==> config.mk <==
export PLATFORM = sky130hd
export DESIGN_NAME = mmio_bridge
export DESIGN_NICKNAME = d
export VERILOG_FILES = /design/src/rtl/mmio_bridge.sv
export SDC_FILE = /design/constraint.sdc
export NUM_CORES = 1
export LEC_CHECK = 0
export BUFFER_PORTS_ARGS = -buffer_cell sky130_fd_sc_hd__buf_2
export CAP_MARGIN = 10
export CORE_UTILIZATION = 55
export DETAILED_ROUTE_END_ITERATION = 12
export GPL_ROUTABILITY_DRIVEN = 0
export PLACE_DENSITY = 0.81
export SYNTH_ARGS = -nofsm -noshare
export SYNTH_HDL_FRONTEND = slang
export SYNTH_SLANG_ARGS = --single-unit
==> constraint.sdc <==
create_clock -name clk_in -period 3 [get_ports clk_in]
set_input_delay 0.6 -clock clk_in [delete_from_list [all_inputs] [get_ports clk_in]]
set_output_delay 0.6 -clock clk_in [all_outputs]
set_load 0.005 [all_outputs]
==> src/rtl/mmio_bridge.sv <==
// CPU byte-bus bridge: RAM pass-through plus I/O window at 0x30000 (TX/RX FIFOs, cycle counter,
// program-stop flag). Define MMIO_RX_EN to compile in the RX FIFO and its read path.
module mmio_bridge #(
  parameter int unsigned TX_DEPTH_LOG2 = 3,
  parameter int unsigned RX_DEPTH_LOG2 = 3,
  parameter int unsigned FULL_MARGIN   = 2
) (
  input  logic        clk_in,
  input  logic        rst_in,
  input  logic        rdy_in,
  input  logic [31:0] cpu_a,
  input  logic [7:0]  cpu_dout,
  input  logic        cpu_wr,
  output logic [7:0]  cpu_din,
  output logic        io_buffer_full,
  output logic [16:0] ram_a,
  output logic [7:0]  ram_din,
  output logic        ram_wr,
  input  logic [7:0]  ram_dout,
  output logic [7:0]  tx_data,
  output logic        tx_valid,
  input  logic        tx_ready,
  input  logic [7:0]  rx_data,
  input  logic        rx_valid,
  output logic        program_stop,
  output logic        tx_overflow
);

  localparam int unsigned TxDepth = 1 << TX_DEPTH_LOG2;
  localparam logic [TX_DEPTH_LOG2:0] TxDepthW = (TX_DEPTH_LOG2 + 1)'(TxDepth);
  localparam logic [TX_DEPTH_LOG2:0] MarginW  = (TX_DEPTH_LOG2 + 1)'(FULL_MARGIN);

  typedef enum logic [2:0] {
    SelZero   = 3'd0,
    SelRam    = 3'd1,
    SelRxHead = 3'd2,
    SelCnt0   = 3'd3,
    SelCnt1   = 3'd4,
    SelCnt2   = 3'd5,
    SelCnt3   = 3'd6
  } sel_e;

  logic        io;
  logic [15:0] off;
  logic        io_wr, io_rd;

  assign io      = (cpu_a[17:16] == 2'b11);
  assign off     = cpu_a[15:0];
  assign io_wr   = rdy_in & io & cpu_wr;
  assign io_rd   = rdy_in & io & ~cpu_wr;
  assign ram_a   = cpu_a[16:0];
  assign ram_din = cpu_dout;
  assign ram_wr  = cpu_wr & ~io & rdy_in;

  // TX FIFO
  logic [7:0]               tx_mem [TxDepth];
  logic [TX_DEPTH_LOG2-1:0] tx_wptr_q, tx_rptr_q;
  logic [TX_DEPTH_LOG2:0]   tx_count_q;
  logic                     tx_full, tx_req, tx_push, tx_pop, tx_drop;
  logic [7:0]               tx_wdata;

  assign tx_full        = (tx_count_q == TxDepthW);
  assign tx_valid       = (tx_count_q != '0);
  assign tx_data        = tx_mem[tx_rptr_q];
  assign io_buffer_full = ((TxDepthW - tx_count_q) <= MarginW);
  assign tx_pop         = tx_valid & tx_ready;
  // 0x30004 stores a 0x00 terminator and bypasses the zero-ignore rule
  assign tx_req         = io_wr & (((off == 16'h0000) & (cpu_dout != 8'h00)) | (off == 16'h0004));
  assign tx_push        = tx_req & (~tx_full | tx_pop);
  assign tx_drop        = tx_req & tx_full & ~tx_pop;
  assign tx_wdata       = (off == 16'h0004) ? 8'h00 : cpu_dout;

  always_ff @(posedge clk_in) begin
    if (tx_push) tx_mem[tx_wptr_q] <= tx_wdata;
  end

  always_ff @(posedge clk_in or negedge rst_in) begin
    if (!rst_in) begin
      tx_wptr_q  <= '0;
      tx_rptr_q  <= '0;
      tx_count_q <= '0;
    end else begin
      if (tx_push) tx_wptr_q <= tx_wptr_q + 1'b1;
      if (tx_pop)  tx_rptr_q <= tx_rptr_q + 1'b1;
      tx_count_q <= tx_count_q + {{TX_DEPTH_LOG2{1'b0}}, tx_push}
                               - {{TX_DEPTH_LOG2{1'b0}}, tx_pop};
    end
  end

  // RX FIFO and popped-byte register
  logic [7:0] rx_byte;
  logic       unused_bits;

`ifdef MMIO_RX_EN
  localparam int unsigned RxDepth = 1 << RX_DEPTH_LOG2;
  localparam logic [RX_DEPTH_LOG2:0] RxDepthW = (RX_DEPTH_LOG2 + 1)'(RxDepth);

  logic [7:0]               rx_mem [RxDepth];
  logic [RX_DEPTH_LOG2-1:0] rx_wptr_q, rx_rptr_q;
  logic [RX_DEPTH_LOG2:0]   rx_count_q;
  logic [7:0]               rx_byte_q;
  logic                     rx_rd, rx_empty, rx_full, rx_push, rx_pop;

  assign rx_rd    = io_rd & (off == 16'h0000);
  assign rx_empty = (rx_count_q == '0);
  assign rx_full  = (rx_count_q == RxDepthW);
  assign rx_pop   = rx_rd & ~rx_empty;
  assign rx_push  = rx_valid & (~rx_full | rx_pop);
  assign rx_byte  = rx_byte_q;

  always_ff @(posedge clk_in) begin
    if (rx_push) rx_mem[rx_wptr_q] <= rx_data;
  end

  always_ff @(posedge clk_in or negedge rst_in) begin
    if (!rst_in) begin
      rx_wptr_q  <= '0;
      rx_rptr_q  <= '0;
      rx_count_q <= '0;
      rx_byte_q  <= 8'h00;
    end else begin
      if (rx_push) rx_wptr_q <= rx_wptr_q + 1'b1;
      if (rx_pop)  rx_rptr_q <= rx_rptr_q + 1'b1;
      if (rx_rd)   rx_byte_q <= rx_pop ? rx_mem[rx_rptr_q] : 8'h00;
      rx_count_q <= rx_count_q + {{RX_DEPTH_LOG2{1'b0}}, rx_push}
                               - {{RX_DEPTH_LOG2{1'b0}}, rx_pop};
    end
  end

  assign unused_bits = ^cpu_a[31:18];
`else
  assign rx_byte     = 8'h00;
  assign unused_bits = ^{cpu_a[31:18], rx_data, rx_valid, RX_DEPTH_LOG2[0]};
`endif

  // Read select, counter, snapshot and sticky flags
  sel_e        sel_q, sel_d;
  logic [31:0] cnt_q, cnt_snap_q;
  logic        stop_q, ovf_q;

  always_comb begin
    sel_d = sel_q;
    if (rdy_in) begin
      if (!io) begin
        sel_d = SelRam;
      end else if (cpu_wr) begin
        sel_d = SelZero;
      end else begin
        case (off)
`ifdef MMIO_RX_EN
          16'h0000: sel_d = SelRxHead;
`endif
          16'h0004: sel_d = SelCnt0;
          16'h0005: sel_d = SelCnt1;
          16'h0006: sel_d = SelCnt2;
          16'h0007: sel_d = SelCnt3;
          default:  sel_d = SelZero;
        endcase
      end
    end
  end

  always_ff @(posedge clk_in or negedge rst_in) begin
    if (!rst_in) begin
      sel_q      <= SelZero;
      cnt_q      <= '0;
      cnt_snap_q <= '0;
      stop_q     <= 1'b0;
      ovf_q      <= 1'b0;
    end else begin
      sel_q <= sel_d;
      if (rdy_in) cnt_q <= cnt_q + 32'd1;
      if (io_rd && off == 16'h0004) cnt_snap_q <= cnt_q;
      if (io_wr && off == 16'h0004) stop_q <= 1'b1;
      if (tx_drop) ovf_q <= 1'b1;
    end
  end

  assign program_stop = stop_q;
  assign tx_overflow  = ovf_q;

  always_comb begin
    cpu_din = 8'h00;
    unique case (sel_q)
      SelRam:    cpu_din = ram_dout;
      SelRxHead: cpu_din = rx_byte;
      SelCnt0:   cpu_din = cnt_snap_q[7:0];
      SelCnt1:   cpu_din = cnt_snap_q[15:8];
      SelCnt2:   cpu_din = cnt_snap_q[23:16];
      SelCnt3:   cpu_din = cnt_snap_q[31:24];
      default:   cpu_din = 8'h00;
    endcase
  end

endmodule

---- Word-level counts from Yosys, hierarchy flattened ----
Memories as Yosys holds them, arrays and structs flattened.
Cells that the tools add are included.
operators by class
  divide/modulo/power cells ............... 0
  reduce and logical (&&, ||, !) cells .... 5
  bitwise logic cells ..................... 17
  $mul .................................... 0
  shifts and indexed selects .............. 0
  add/subtract/negate cells ............... 6
  equality and inequality tests ........... 11
  magnitude comparators ................... 1
  multiplexer cells ....................... 7
operator list
  cell                     count
  $eq A16 B3 Y1 const B    4
  $pmux W8 S5              1
  $add A32 B1 Y32 const B  1
  $logic_not A16 Y1        1
  $pmux W3 S4              1
  $and A1 B1 Y1            11
  $eq A3 B3 Y1 const B     3
  $mux W8                  1
  $reduce_bool A8 Y1       1
  $add A3 B1 Y3 const B    2
  $mux W3                  2
  $add A4 B1 Y4            1
  $eq A4 B4 Y1 const B     1
  $le A4 B2 Y1 const B     1
  $not A1 Y1               4
  $reduce_bool A4 Y1       1
  $sub A4 B1 Y4            1
  $sub A4 B4 Y4 const A    1
  $eq A3 B1 Y1 const B     1
  $eq A3 B2 Y1 const B     1
  $eq A2 B2 Y1 const B     1
  $logic_and A1 B1 Y1      2
  $mux W1                  2
  $or A1 B1 Y1             2
storage, ports and cells
  output and inout bits ................... 46
  bits in latches ......................... 0
  memories ................................ 1
  bits in writable memories ............... 64
  flip-flop bits (word level) ............. 79
  bits in read-only memories .............. 0
memory list
  memory  depth  width  rd ports  clocked after Yosys merged registers in  wr ports  RTL line  source
  tx_mem  8      8      1         0                                        1         56        logic [7:0] tx_mem [TxDepth];

---- Logic depth before layout (Yosys ltp) ----
Gate-level depths: netlist (run 1).
  depth in word-level cells ............... 7
  mapped depth ............................ 12

---- Worst setup path after synthesis (run 1) ----
Ideal clock, no wire load.
  kind .................................... input to register
  start ................................... input port cpu_a[5]
  end ..................................... register tx_count_q[2]
  buffers on the path ..................... 1
  setup time .............................. 0.123 ns
  data required time ...................... 2.877 ns
  stages on the path ...................... 9
  data arrival time ....................... 2.934 ns
  setup slack ............................. -0.056 ns
  cell sequence ........................... or4_4 -> or4b_4 -> nor4b_4 -> buf_6 -> mux2_2 -> ha_1 -> inv_1 -> fa_1 -> xor2_1
on the way
  longest elaborated chain between the ends .. 7
  elaborated cells on any way between the ends .. 8
ends and longest elaborated chain
  what                    RTL line  source
  start: declaration      11        input logic [31:0] cpu_a,
  $logic_not A16 Y1       68        assign tx_req = io_wr & (((off == 16'h0000) & (cpu_dout != 8'h00)) | (off == 16'h0004));
  $and A1 B1 Y1           68
  $or A1 B1 Y1 (*)        68
  $and A1 B1 Y1 (*)       68
  $and A1 B1 Y1 (*)       69        assign tx_push = tx_req & (~tx_full | tx_pop);
  $add A4 B1 Y4 (*)       85        tx_count_q <= tx_count_q + {{TX_DEPTH_LOG2{1'b0}}, tx_push}
  $sub A4 B1 Y4 (*)       86        - {{TX_DEPTH_LOG2{1'b0}}, tx_pop};
  end signal: assignment  85
  end: declaration        58        logic [TX_DEPTH_LOG2:0] tx_count_q;
Every way passes the cells marked *; elsewhere a longest branch is shown, timed or not.
A chain may end at the register's enable or synchronous reset.

---- Final worst setup path (run 1) ----
  start ................................... register tx_rptr_q[1]
  end ..................................... output port tx_data[0]
on the way
  longest elaborated chain between the ends .. 1
ends and longest elaborated chain
  what                      RTL line  source
  start: declaration        57        logic [TX_DEPTH_LOG2-1:0] tx_wptr_q, tx_rptr_q;
  start signal: assignment  84        if (tx_pop) tx_rptr_q <= tx_rptr_q + 1'b1;
  $mem_v2 Z8 W8             n/a
  end: declaration          20        output logic [7:0] tx_data,
No other way between the ends.

==> results_dict.tcl, run 1 <==
set metrics [dict create \
    status "finished with violations" \
    violations "design-rule violations" \
    die_w_um 112 \
    totalWireLength_mm 13.5 \
    dpl.hpwl_mm 9.48 \
    required_ns 2.40 \
    grt_setup_unrepaired "no" \
    final_area_mm2 0.00776 \
    met3_usage 0.0555 \
    num_vias 4198 \
    antenna_found_initial 0 \
    top_usage_layer "met2" \
    area_growth_pct 17.1 \
    chipHeight_um 112 \
    clock_latency_ns 0.41 \
    slowest_delay_ns 0.83 \
    drt_iter0_drc 243 \
    clk_pin_slew_worst_paths_ns 0.06 \
    placed_area_mm2 0.00720 \
    port_buffers 84 \
    antenna_cells 0 \
    drv_slew 0 \
    critPathKind "reg -> out" \
    first_pass_iters 9 \
    grt_pass1_wl_mm 22.0 \
    num-fill-cells 804 \
    post_drt_wl_per_cell_um 19.0 \
    fmax_mhz 371 \
    root_buffer "clkbuf_16" \
    crit_fanout 18 \
    antenna_left 0 \
    drc_errors 5 \
    fin_util 0.671 \
    hold_viol 0 \
    grt_max_degree 80 \
    cts_resized 0 \
    cts_buffers 17 \
    syn_area_mm2 0.00663 \
    cts.sinks 143 \
    p_leak_nw 3.28 \
    final_nets 629 \
    synthArstFlopShare 0.552 \
    synth_nets 542 \
    p_per_area_mw_per_mm2 689 \
    grt_overflow_total 0 \
    crit_chain "mux4_2 -> mux2_2 -> buf_2" \
    routed_via_density 5.90 \
    grt_use_met2 0.407 \
    drive_gt1_frac 0.349 \
    setup_violations 0 \
    cap_violations 0 \
    slowest_stage "dfrtp_1" \
    cts_hold_buf 0 \
    avgSynthCellArea_um2 14.2 \
    worstMarginPinSlew_ns 0.974 \
    grt_pass1_vias 4342 \
    finClkSkew_ns 0.00656 \
    ys_seq_area_frac 0.588 \
    synth_enable_flop_cells 64 \
    met1_usage 0.281 \
    cts_tree "built" \
    rrSetupSlack_ns 0.57 \
    io_pins 108 \
    grt_usage 0.233 \
    yosysTopAreaCell "dfrtp_1" \
    cts_max_level 4 \
    worst-endpoint-arrival_ns 2.09 \
    start_kind "flip-flop" \
    ys_ff_latch 143 \
    slew_headroom 0.350 \
    fp-row-count 39 \
    synth.area.top_cells "dfrtp_1 (30%), edfxtp_1 (29%), mux2_2 (7.1%)" \
    hold_class "in -> async" \
    fin_crit_sh 0.898 \
    yosysWarnings 0 \
    ys.flop_type "dfrtp_1" \
    start_util 0.573 \
    netlist.area_leader.share 0.298 \
    cp-end-kind "output pin" \
    synthDistinctLibCells 52 \
    period_needed_ns 2.69 \
    post_cts_buffers 0 \
    synthCells 468 \
    clockBufferDepth 2 \
    core_mm2 0.0116 \
    die-area_mm2 0.0125 \
    peakVddDrop_uv 497 \
]
[Yosys cell counts (10+ instances only)]
library cell  number
and2_1            13
buf_4             25
dfrtp_1           79
edfxtp_1          64
ha_1              11
inv_1             11
mux2_2            42
mux4_2            16
nand2_1           22
nand3_1           11
nand4_1           17
nor2_1            18
xnor2_1           29
xor2_1            10
[critical path, delay by kind of cell (launching register included)]
family | cells | cell delay, ns
buffers and inverters | 1 | 0.13
DFF | 1 | 0.83
muxes | 2 | 0.71
[path summary, 6_finish.rpt]
path                               start        endpoint  depth (start not counted)
setup / recovery            tx_rptr_q[1]      tx_data[0]                          3
hold / removal                    rst_in  cnt_snap_q[19]                          1
setup reg to reg           tx_count_q[1]   tx_count_q[2]                         10
hold reg to reg                cnt_q[31]       cnt_q[31]                          1
max in group asynchronous         rst_in    tx_wptr_q[1]                          1
min in group clk_in            cnt_q[31]       cnt_q[31]                          1
[cell usage in the layout (no fill, tap or decap), types with 2 or more instances in the layout]
cell type  instances
a21oi_1            3
a221o_1            3
a22o_1             3
a22oi_1            4
and2_1            13
and3_1             7
and4_1             6
and4b_1            3
buf_12             3
buf_2             83
buf_4             21
bufinv_16          2
clkbuf_1           5
clkbuf_16         17
clkbuf_8           2
clkinv_1           3
clkinv_2           2
dfrtp_1           79
edfxtp_1          64
ha_1              10
inv_1             11
mux2_1             2
mux2_2            41
mux2i_1            9
mux4_2            16
nand2_1           22
nand2b_1           3
nand3_1           11
nand4_1           17
nand4b_1           4
nor2_1            18
nor2b_1            3
nor3_1             5
nor4_1             5
o221ai_1           4
o22ai_1            3
or4_1              2
xnor2_1           29
xor2_1            10
[report_power, final]
part | switching (mW) | total [mW] | internal (mW)
Sequential | 0.178 | 2.33 | 2.15
Clock | 0.732 | 1.99 | 1.26
Combinational | 0.458 | 1.03 | 0.576
[cell type report]
cell class	count	area, um^2	area share
flip-flops and latches	143	3900	0.502
multi-input cells	275	2450	0.316
inverters	11	41.3	0.00532
clock buffers	24	472	0.0607
well taps	143	179	0.0230
repair buffers	107	633	0.0815
clock inverters	8	88.8	0.0114
[logic make-up (layout without fill, tap and decap cells)]
group           Yosys count  in the layout  share of synthesized area
flops                   143            143                      0.588
fa+ha+maj                12             12                     0.0238
buf+inv                  50            150                     0.0444
simple gates            130            130                      0.120
compound gates           25             25                     0.0291
mux                      69             69                      0.143
xor+xnor                 39             39                     0.0515
[per-stage QoR]
| stage | hold WS, ns | worst slack [ns] | cells | TNS [ns] | power (mW) |
|---|---|---|---|---|---|
| floorplan | 0.304 | -0.0295 | 468 | -0.0295 | 3.06 |
| global placement | 0.461 | -0.0318 | 679 | -0.0360 | 3.35 |
| detailed placement | 0.459 | -0.0807 | 679 | -0.132 | 3.41 |
| CTS | 0.372 | 0.276 | 711 | 0 | 5.39 |
| global route | 0.440 | 0.230 | 711 | 0 | 5.60 |
| finish | 0.344 | 0.306 | 711 | 0 | 5.35 |
[layer usage]
metal,wire (um),vias to the layer above
met5,0,-
met4,224,0
met3,571,21
met2,7090,131
met1,5600,2129
li1,-,1917
[flip-flops by register name, indices dropped and copies added, names as in the netlist]
register / count
tx_wptr_q: 3
sel_q: 3
tx_mem: 64
tx_rptr_q: 3
cnt_q: 32
tx_overflow: 1
tx_count_q: 4
program_stop: 1
cnt_snap_q: 32
(Power assumes the default switching activity.)
==> inputs of run 2 (changes only) <==
- PLACE_DENSITY: 0.81 -> 0.78
==> results_dict.tcl, run 2 (synthesis results as in run 1) <==
set metrics [dict create \
    status "finished with violations" \
    violations "design-rule violations" \
    cts_resized 0 \
    core_mm2 0.0116 \
    grt_setup_unrepaired "no" \
    r2r_end "tx_count_q[2]" \
    clock_latency_ns 0.42 \
    totalWireLength_mm 13.3 \
    hold_viol 0 \
    p_switching_mw 1.45 \
    num_vias 4067 \
    cts_max_level 4 \
    peakVddDrop_uv 490 \
    slew_headroom 0.336 \
    cts_tree "built" \
    post_drt_wl_per_cell_um 18.8 \
    grt_overflow_total 0 \
    routed_via_density 5.73 \
    num-fill-cells 811 \
    grt_usage 0.231 \
    chipHeight_um 112 \
    worst-endpoint-arrival_ns 2.12 \
    first_pass_iters 9 \
    grt_max_degree 80 \
    antenna_left 0 \
    worst_slack_ns 0.284 \
    cts_buffers 17 \
    cts.sinks 143 \
    reg2reg_from "tx_count_q[1]" \
    root_buffer "clkbuf_16" \
    fp-row-count 39 \
    drt_iter0_drc 193 \
    largest_reg_flops 64 \
    placed_area_mm2 0.00720 \
    die-area_mm2 0.0125 \
    post_cts_buffers 0 \
    swShare 0.269 \
    drive_gt1_frac 0.358 \
    power.total_mw 5.40 \
    whs_ns 0.341 \
    fin_util 0.673 \
    crit_fanout 16 \
    final_nets 628 \
    finClkSkew_ns 0.00811 \
    clk_pin_slew_worst_paths_ns 0.06 \
    io_pins 108 \
    start_kind "flip-flop" \
    p_leak_nw 3.29 \
    worstMarginPinSlew_ns 0.997 \
    grt_pass1_wl_mm 21.5 \
    post-place-ws_ns -0.0733 \
    antenna_found_initial 0 \
    port_buffers 84 \
    cap_violations 0 \
    dpl.hpwl_mm 9.19 \
    start_util 0.573 \
    die_w_um 112 \
    antenna_cells 0 \
    final_area_mm2 0.00778 \
    grt_pass1_vias 4209 \
    clockBufferDepth 2 \
    drv_slew 0 \
    rrSetupSlack_ns 0.61 \
    area_growth_pct 17.4 \
    final_common_cell "buf_2" \
    power.internal_mw 3.95 \
    p_comb_frac 0.184 \
    setup_violations 0 \
    top_regs "tx_mem x64, cnt_q x32, cnt_snap_q x32" \
    required_ns 2.40 \
    cp-end-kind "output pin" \
    hold_class "in -> async" \
    p_per_area_mw_per_mm2 694 \
    drc_errors 5 \
    cts_hold_buf 0 \
    period_needed_ns 2.72 \
    fin_crit_sh 0.905 \
    worstRegToRegCells 10 \
    power.share.clock 0.386 \
    fmax_mhz 368 \
    critPathKind "reg -> out" \
    power_frac_seq 0.431 \
    final_cell_mix "buf_2 (83), dfrtp_1 (79), edfxtp_1 (64)" \
    regMostFlops "tx_mem" \
]
run 2: cell count changes in the layout (fill, tap and decap cells not counted), sizes merged:
cell,delta
buf,-1
clkbuf,-6
clkinvlp,+1
clkinv,-1
inv,+6
run 2: cell type report:
class	count	area, um^2	area share
inverters	11	41.3	0.00531
flip-flops and latches	143	3900	0.501
clock buffers	18	429	0.0552
multi-input cells	275	2450	0.315
clock inverters	14	154	0.0198
repair buffers	106	626	0.0804
well taps	143	179	0.0230
run 2: how the worst max path moves through the flow:
stage	from	endpoint	slack (ns)	depth (start not counted)
floorplan	cpu_a[5]	tx_count_q[2]	-0.03	9
global placement	cpu_a[5]	tx_count_q[2]	-0.04	9
detailed placement	cpu_a[5]	tx_count_q[2]	-0.07	9
global route	tx_rptr_q[0]	tx_data[1]	0.19	4
finish	tx_rptr_q[0]	tx_data[0]	0.28	4
CTS	tx_rptr_q[0]	tx_data[0]	0.25	4
run 2: worst max-delay path, cell delays in order, from the launching register on:
cell     delay, ns
dfrtp_1       0.40
buf_4         0.34
mux4_2        0.56
mux2_2        0.27
buf_2         0.13
run 2: power by group through the flow:
stage	registers (mW)	clock network (mW)	logic, mW
2_1_floorplan	2.26	0	0.796
3_3_place_gp	2.36	0	0.966
3_5_place_dp	2.37	0	1.01
4_1_cts	2.33	2.10	1.02
5_1_grt	2.35	2.19	1.10
6_report	2.33	2.08	0.991
run 2: metrics by stage:
step | cells | TNS, ns
final | 710 | 0
after global routing | 710 | 0
after CTS | 710 | 0
after detailed placement | 678 | -0.103
after global placement | 678 | -0.0528
after floorplan | 468 | -0.0295
run 2: routing by layer:
layer  GRT usage  share of wire
met5           0              0
met4      0.0721         0.0083
met3      0.0517          0.045
met2       0.417           0.54
met1       0.273           0.40
==> inputs of run 3 (changes only) <==
- BUFFER_PORTS_ARGS: -buffer_cell sky130_fd_sc_hd__buf_2 -> not set
- DONT_BUFFER_PORTS: not set -> 1
- PLACE_DENSITY: 0.78 -> 0.7
- SETUP_SLACK_MARGIN: not set -> 0.15
==> results_dict.tcl, run 3 (synthesis results as in run 1) <==
set metrics [dict create \
    slowest_delay_ns 0.86 \
    critPathKind "reg -> out" \
    swShare 0.277 \
    whs_ns 0.0691 \
    hold_viol 0 \
    grt_setup_unrepaired "no" \
    power.total_mw 5.13 \
    reg2reg_from "tx_count_q[1]" \
    p_comb_frac 0.173 \
    power_frac_seq 0.455 \
    fin_crit_sh 0.867 \
    antenna_left 0 \
    core_mm2 0.0116 \
    final_cell_mix "dfrtp_1 (79), edfxtp_1 (64), mux2_2 (41)" \
    p_leak_nw 2.93 \
    crit_fanout 18 \
    start_kind "flip-flop" \
    worstRegToRegCells 10 \
    setup.worst_path.end "tx_data[0]" \
    die_w_um 112 \
    worst-endpoint-arrival_ns 2.00 \
    cts.sinks 143 \
    crit_chain "mux4_2 -> mux2_2" \
    regMostFlops "tx_mem" \
    slowest_stage "dfrtp_1" \
    first_pass_iters 8 \
    startpoint "tx_rptr_q[1]" \
    finClkSkew_ns 0.00788 \
    die-area_mm2 0.0125 \
    cts_tree "built" \
    area_growth_pct 10.7 \
    period_needed_ns 2.60 \
    num_vias 3779 \
    fp-row-count 39 \
    clk_pin_slew_worst_paths_ns 0.06 \
    worstMarginPinSlew_ns 0.825 \
    dpl.hpwl_mm 8.63 \
    p_switching_mw 1.42 \
    rrSetupSlack_ns 0.60 \
    routed_via_density 6.08 \
    cts_max_level 4 \
    required_ns 2.40 \
    totalWireLength_mm 12.6 \
    grt_overflow_total 0 \
    num-fill-cells 841 \
    violations "design-rule violations" \
    drt_iter0_drc 213 \
    slew_headroom 0.445 \
    root_buffer "clkbuf_16" \
    final_nets 540 \
    drive_gt1_frac 0.242 \
    p_per_area_mw_per_mm2 699 \
    cts_buffers 17 \
    peakVddDrop_uv 524 \
    start_util 0.573 \
    largest_reg_flops 64 \
    grt_pass1_vias 3914 \
    final_common_cell "dfrtp_1" \
    clockBufferDepth 2 \
    cp-end-kind "output pin" \
    cts_resized 0 \
    setup_violations 0 \
    fmax_mhz 384 \
    io_pins 108 \
    finalSetupTns_ns 0 \
    drc_errors 6 \
    r2r_end "tx_count_q[2]" \
    port_buffers 0 \
    grt_max_degree 80 \
    status "finished with violations" \
    drv_slew 0 \
    top_regs "tx_mem x64, cnt_q x32, cnt_snap_q x32" \
    grt_usage 0.222 \
    post_drt_wl_per_cell_um 20.3 \
    antenna_found_initial 0 \
    multiInputGateArea_mm2 0.00245 \
    seqCellArea_mm2 0.00390 \
    grt_pass1_wl_mm 20.7 \
    antenna_cells 0 \
    chipHeight_um 112 \
    power.internal_mw 3.71 \
    clock_latency_ns 0.42 \
    cap_violations 0 \
    hold_class "in -> async" \
    power.share.clock 0.372 \
]
[run 3: cell types whose count changed in the layout (fill, tap and decap cells not counted), moves of 2 or more]
cell | previous run | this run
clkinv_2 | 1 | 3
clkinvlp_4 | 2 | 0
buf_12 | 3 | 6
bufinv_16 | 2 | 0
buf_2 | 83 | 0
buf_4 | 20 | 11
[run 3: how the worst min path moves through the flow]
| stage | endpoint | slack, ns |
|---|---|---|
| after floorplan | cnt_q[0] | 0.30 |
| after CTS | cnt_q[27] | 0.08 |
| after global placement | cnt_q[15] | 0.31 |
| final | cnt_q[27] | 0.07 |
| after detailed placement | cnt_q[19] | 0.31 |
| after global routing | cnt_q[27] | 0.1 |
[run 3: metrics by stage]
stage | instance area (um^2) | worst slack, ns | util | instances
after floorplan | 6650 | -0.0246 | - | 468
after global placement | 6770 | 0.0522 | 0.586 | 589
after detailed placement | 6770 | 0.0257 | 0.586 | 589
after CTS | 7340 | 0.350 | 0.634 | 622
after global routing | 7340 | 0.301 | 0.634 | 622
final | 7340 | 0.398 | 0.634 | 622
[run 3: cell type report]
type                            count  share of cell area
Sequential cell                   143               0.531
Multi-Input combinational cell    275               0.334
Clock buffer                       18              0.0585
Timing Repair Buffer               18              0.0314
Tap cell                          143              0.0244
Clock inverter                     14              0.0145
Inverter                           11             0.00563
[run 3: critical path: cells and delay by family, from the launching register on]
family / cells / cell delay (ns)
muxes: 2 / 0.73
DFF: 1 / 0.86
[run 3: layer usage]
layer / global-route usage / part of all wire / routed length [um] / up-vias
met5: 0 / 0 / 0 / -
met4: 0.0865 / 0.018 / 224 / 0
met2: 0.372 / 0.51 / 6480 / 76
met3: 0.0555 / 0.037 / 466 / 19
li1: - / - / - / 1721
met1: 0.279 / 0.43 / 5450 / 1963
[run 3: timing repair]
action                    in CTS  in global routing
setup buffers                  0                  0
hold buffers                   1                  0
hold endpoints to repair      79                  0
[run 3: power groups by stage]
stage	Clock, mW	Sequential [mW]	Combinational, mW
after global placement	0	2.37	0.830
final	1.91	2.33	0.889
after detailed placement	0	2.37	0.874
after floorplan	0	2.26	0.798
after global routing	2.01	2.35	0.987
after CTS	1.94	2.34	0.906
